`src/rtl/run_ctrl_if.sv`:
```
// Host/core handshake bundle for the run sequencer: host request and core halt in,
// core reset/enable and run status out.
interface run_ctrl_if #(
    parameter int CW = 16
);
    logic          req;
    logic          core_halt;
    logic          core_reset;
    logic          core_run;
    logic          done;
    logic          timeout;
    logic [CW-1:0] cycle_count;

    modport master (
        output req, core_halt,
        input  core_reset, core_run, done, timeout, cycle_count
    );

    modport slave (
        input  req, core_halt,
        output core_reset, core_run, done, timeout, cycle_count
    );
endinterface

```
`src/rtl/run_ctrl.sv`:
```
// Run sequencer: holds the core in reset for RST_CYC cycles after a req rising edge,
// then clock-enables it until halt, watchdog expiry or host abort.
module run_ctrl #(
    parameter int CW      = 16,
    parameter int RST_CYC = 2,
    parameter int TIMEOUT = 4096
) (
    input  logic        clk,
    input  logic        reset,
    run_ctrl_if.slave   bus
);
    typedef enum logic [1:0] {
        IDLE = 2'd0,
        INIT = 2'd1,
        RUN  = 2'd2,
        DONE = 2'd3
    } state_t;

    localparam logic [7:0]    INIT_LOAD = 8'(RST_CYC - 1);
    localparam logic [CW-1:0] TO_LIMIT  = CW'(TIMEOUT);

    state_t        state_q, state_d;
    logic          req_q, req_d;
    logic [7:0]    init_q, init_d;
    logic [CW-1:0] cyc_q, cyc_d;
    logic          to_q, to_d;
    logic [CW-1:0] cyc_inc;

    assign cyc_inc = cyc_q + 1'b1;

    always_comb begin
        state_d = state_q;
        req_d   = bus.req;
        init_d  = init_q;
        cyc_d   = cyc_q;
        to_d    = to_q;
        case (state_q)
            IDLE: begin
                if (bus.req && !req_q) begin
                    state_d = INIT;
                    init_d  = INIT_LOAD;
                    cyc_d   = '0;
                    to_d    = 1'b0;
                end
            end
            INIT: begin
                if (!bus.req) begin
                    state_d = IDLE;
                end else if (init_q == 8'd0) begin
                    state_d = RUN;
                end else begin
                    init_d = init_q - 8'd1;
                end
            end
            RUN: begin
                // The count advances even on the aborting cycle: that instruction did execute.
                cyc_d = cyc_inc;
                if (!bus.req) begin
                    state_d = IDLE;
                end else if (bus.core_halt) begin
                    state_d = DONE;
                    to_d    = 1'b0;
                end else if (cyc_inc == TO_LIMIT) begin
                    state_d = DONE;
                    to_d    = 1'b1;
                end
            end
            DONE: begin
                if (!bus.req) begin
                    state_d = IDLE;
                end
            end
            default: state_d = IDLE;
        endcase
    end

    // req_q resets high so a request held through reset cannot start a run.
    always_ff @(posedge clk) begin
        if (reset) begin
            state_q <= IDLE;
            req_q   <= 1'b1;
            init_q  <= '0;
            cyc_q   <= '0;
            to_q    <= 1'b0;
        end else begin
            state_q <= state_d;
            req_q   <= req_d;
            init_q  <= init_d;
            cyc_q   <= cyc_d;
            to_q    <= to_d;
        end
    end

    assign bus.core_reset  = (state_q == IDLE) || (state_q == INIT);
    assign bus.core_run    = (state_q == RUN);
    assign bus.done        = (state_q == DONE);
    assign bus.timeout     = to_q;
    assign bus.cycle_count = cyc_q;
endmodule

```
`src/flat_wrapper.sv`:
```
// flat-port wrapper written by rule: the top's interface ports become plain ports
module run_ctrl_flat 
#(
    parameter int CW      = 16,
    parameter int RST_CYC = 2,
    parameter int TIMEOUT = 4096
)
  (clk, reset, bus_req, bus_core_halt, bus_core_reset, bus_core_run, bus_done, bus_timeout, bus_cycle_count);
  run_ctrl_if #(.CW(CW)) bus_i ();
  input  logic clk;
  input  logic reset;
  input wire logic [$bits(bus_i.req)-1:0] bus_req;
  input wire logic [$bits(bus_i.core_halt)-1:0] bus_core_halt;
  output wire logic [$bits(bus_i.core_reset)-1:0] bus_core_reset;
  output wire logic [$bits(bus_i.core_run)-1:0] bus_core_run;
  output wire logic [$bits(bus_i.done)-1:0] bus_done;
  output wire logic [$bits(bus_i.timeout)-1:0] bus_timeout;
  output wire logic [$bits(bus_i.cycle_count)-1:0] bus_cycle_count;
  assign bus_i.req = bus_req;
  assign bus_i.core_halt = bus_core_halt;
  assign bus_core_reset = bus_i.core_reset;
  assign bus_core_run = bus_i.core_run;
  assign bus_done = bus_i.done;
  assign bus_timeout = bus_i.timeout;
  assign bus_cycle_count = bus_i.cycle_count;
  run_ctrl #(.CW(CW), .RST_CYC(RST_CYC), .TIMEOUT(TIMEOUT)) u_core (.clk(clk), .reset(reset), .bus(bus_i));
endmodule
```
`config.mk`:
```
export PLATFORM = sky130hd
export DESIGN_NAME = run_ctrl_flat
export DESIGN_NICKNAME = d
export VERILOG_FILES = /design/src/rtl/run_ctrl_if.sv /design/src/rtl/run_ctrl.sv /design/src/flat_wrapper.sv
export SDC_FILE = /design/constraint.sdc
export NUM_CORES = 1
export LEC_CHECK = 0
export CAP_MARGIN = 20
export CORE_MARGIN = 1
export CORE_UTILIZATION = 40
export DETAILED_ROUTE_END_ITERATION = 7
export HOLD_SLACK_MARGIN = 0.1
export SLEW_MARGIN = 0
export SYNTH_ARGS = -nofsm -noshare
export SYNTH_HDL_FRONTEND = slang
export SYNTH_SLANG_ARGS = --single-unit
```
`constraint.sdc`:
```
create_clock -name clk -period 5.1 [get_ports clk]
set_input_delay 1.02 -clock clk [delete_from_list [all_inputs] [get_ports clk]]
set_output_delay 1.02 -clock clk [all_outputs]
set_load 0.01 [all_outputs]
```
==> impl_metrics.csv <==
group,metric,value,unit
finish,stdcell_count,279,
floorplanning,coreArea,0.004029,mm2
routing,dr.pass1.iters,5,
timing,slew_headroom,39.39,%
global_route,grt_pass1_wl,7003,um
clock_tree,cts.htree.levels,1,
pwr,power_switching,0.0001097,W
pwr,p_leak,0.6727,nW
worst_setup_path,critPathLaunchType,"flip-flop",
pwr,swShare,23.82,%
worst_setup_path,critPathKind,"flip-flop to primary output",
synth,synth_edf_count,0,
synth,yosys.area.top_type,"dfxtp_1",
routing,vias,1599,
synth,syn-num-nets,223,
timing,fin_crit_sh,64.47,%
timing,fmax,0.3041,GHz
worst_setup_path,cpMaxStageDelayCell,"clkdlybuf4s50_1",
pwr,powerDensity,230.1,mW/mm2
floorplanning,die_area,0.004493,mm2
finish,syn2layout_area_growth,18.34,%
finish,drive_above_1_share,5.677,%
routing,viasPerCell,5.731,
pwr,internal_power,0.0003508,W
finish,layout_commonest_cell,"dfxtp_1",
timing,worst_slack,1.812,ns
timing,worst_slew_pin_slew,0.9015,ns
synth,synth_warnings,0,
routing,wirelength,4033,um
pwr,p_clk_share,39.3,%
placement,hpwl,2770,um
finish,nets,238,
finish,final_cell_mix,"dfxtp_1, nor2_1, clkdlybuf4s50_1",
worst_setup_path,crit_chain,"nand2b_1 > inv_1 > clkdlybuf4s50_1",
finish,nFillCells,416,
worst_setup_path,cp_max_fo,17,
clock_tree,clock-sinks,28,
worst_setup_path,cpPeakStageDelay,0.58,ns
floorplanning,ios,24,
floorplanning,die_h,67.03,um
timing,hold_violations,0,
placement,post-place-ws,2.136,ns
worst_setup_path,crit_family,"buffers and inverters",
floorplanning,die_x,67.03,um
worst_setup_path,path_buf_inv,2,
synth,yosysSeqAreaShare,33.14,%
pwr,peakVddDrop,0.0001017,V
clock_tree,cts_buffers,3,
clock_tree,insertion_delay,0.28,ns
flow_run,drv_cap,0,
global_route,grt_usage,20.36,%
synth,ys_ff_latch,28,
clock_tree,cts-resized-gates,0,
worst_setup_path,end_kind,"primary output",
routing,ant_nets,0,
placement,gp_congestion,0.8816,
worst_setup_path,arrival,2.27,ns
timing,rsz0062_at_grt,"false",
routing,drtIter0Drc,128,
synth,synth-async-reset-ratio,0,%
synth,avgSynthCellArea,7.868,um2
global_route,antenna_found_initial,0,
clock_tree,clk_pin_slew,0.11,ns
timing,drv_slew,0,
synth,synth_top_area_share,33.14,%
synth,postSynthCellCount,215,
clock_tree,cts_setup_buffers,0,
clock_tree,cts-root-buf,"clkbuf_8",
placement,dp.cells,275,
routing,drc_errors,0,
floorplanning,num_rows,23,
timing,fin_worst_skew,0.008149,ns
synth,netlist_area,0.001692,mm2
pwr,pwr-share-comb,10.7,%
finish,diodes,0,
global_route,grt_max_degree,20,
timing,min_period,3.288,ns
synth,yosysUniqueCellTypes,50,
worst_setup_path,critPathRequiredTime,4.08,ns
placement,numPortBuffers,23,
routing,avgRoutedWirePerCell,14.46,um
pwr,pwr-share-seq,50.0,%
global_route,grt.overflow.total,0,
timing,finalSetupViolations,0,
global_route,grt_pass1_vias,1433,
floorplanning,initial_core_util,41.99,%
synth,synth_top_flop_cell,"dfxtp_1",
timing,timing.setup.tns,0,ns
min_path,hold_class,"flip-flop to flip-flop",
outcome,status,"completed",
synth,synth_area_leaders,"dfxtp_1, nor2_1, a21oi_1",
timing,timing.hold.ws,0.5059,ns
clock_tree,cts_tree,"built",
clock_tree,cts-hold-fix-buffers,0,
clock_tree,clk_path_buf_depth,2,
cell type report:
cell class	count	area, um2	area share [%]
multi-input combinational	168	1055	52.69
sequential	28	560.5	28.00
tap	50	62.56	3.125
clock buffer	3	41.29	2.063
clock inverter	1	30.03	1.500
inverter	6	22.52	1.125
timing repair buffer	23	230.2	11.50
worst paths after layout:
path	slack, ns	from	to	cells after the start
max	1.81	u_core.state_q[0]	bus_core_run	3
min	0.51	u_core.init_q[1]	u_core.init_q[1]	2
max reg2reg	2.99	u_core.state_q[0]	u_core.bus.cycle_count[4]	6
min reg2reg	0.51	u_core.init_q[1]	u_core.init_q[1]	2
synth_stat cells (2+ instances only):
| library cell | number |
|---|---|
| buf_2 | 4 |
| o31ai_1 | 3 |
| or3_2 | 2 |
| and3_1 | 3 |
| nand2_1 | 15 |
| nand3b_1 | 2 |
| dfxtp_1 | 28 |
| nor2b_1 | 4 |
| nor4_1 | 7 |
| clkbuf_1 | 9 |
| nand2b_1 | 6 |
| and4_1 | 3 |
| nand4_1 | 3 |
| a22oi_1 | 3 |
| inv_1 | 6 |
| and2_1 | 4 |
| a31oi_1 | 2 |
| nor2_1 | 25 |
| a21oi_1 | 14 |
| nand3_1 | 11 |
| o21ai_0 | 11 |
| nor3_1 | 5 |
| mux2i_1 | 2 |
| ha_1 | 4 |
| a311oi_1 | 4 |
| xnor2_1 | 5 |
| a211oi_1 | 6 |
| a21o_1 | 2 |
worst register-to-register path: stages, from the launching register on:
cell and delay [ns]:
dfxtp_1 0.46, nand2b_1 0.52, inv_1 0.41, and2_1 0.25, o21ai_0 0.13, o31a_1 0.15
nor2_1 0.04
per-layer routing:
| layer | GRT usage [%] | routed length (um) |
|---|---|---|
| met1 | 31.79 | 2142 |
| met2 | 28.25 | 1659 |
| met3 | 2.568 | 186 |
| met4 | 5.585 | 44 |
| met5 | 0 | 0 |
power groups by stage:
stage | Combinational (W) | Clock [W] | Sequential (W)
after global routing | 0.0000551 | 0.000192 | 0.000231
final | 0.0000493 | 0.000181 | 0.000230
after global placement | 0.0000494 | 0 | 0.000235
after floorplan | 0.0000383 | 0 | 0.000234
after CTS | 0.0000497 | 0.000182 | 0.000230
after detailed placement | 0.0000493 | 0 | 0.000235
cell families after synthesis:
kind of cell / after synthesis / synth area share, %
compound gates: 57 / 23.00
xor+xnor: 5 / 2.589
fa+ha+maj: 4 / 2.959
buf+inv: 19 / 4.512
flops: 28 / 33.14
mux: 3 / 1.849
simple gates: 99 / 31.95
metrics by stage:
stage,util (%),cell area (um2),power [W]
after floorplan,-,1692,0.0002723
after detailed placement,47.92,1931,0.0002845
after global routing,49.69,2002,0.0004786
after global placement,47.92,1931,0.0002845
after CTS,49.69,2002,0.0004622
final,49.69,2002,0.0004606
registers in the layout, indices dropped and copies added (netlist names):
name / count
u_core.req_q: 1
u_core.state_q: 2
u_core.bus.timeout: 1
u_core.init_q: 8
u_core.bus.cycle_count: 16
(Power assumes the default switching activity.)
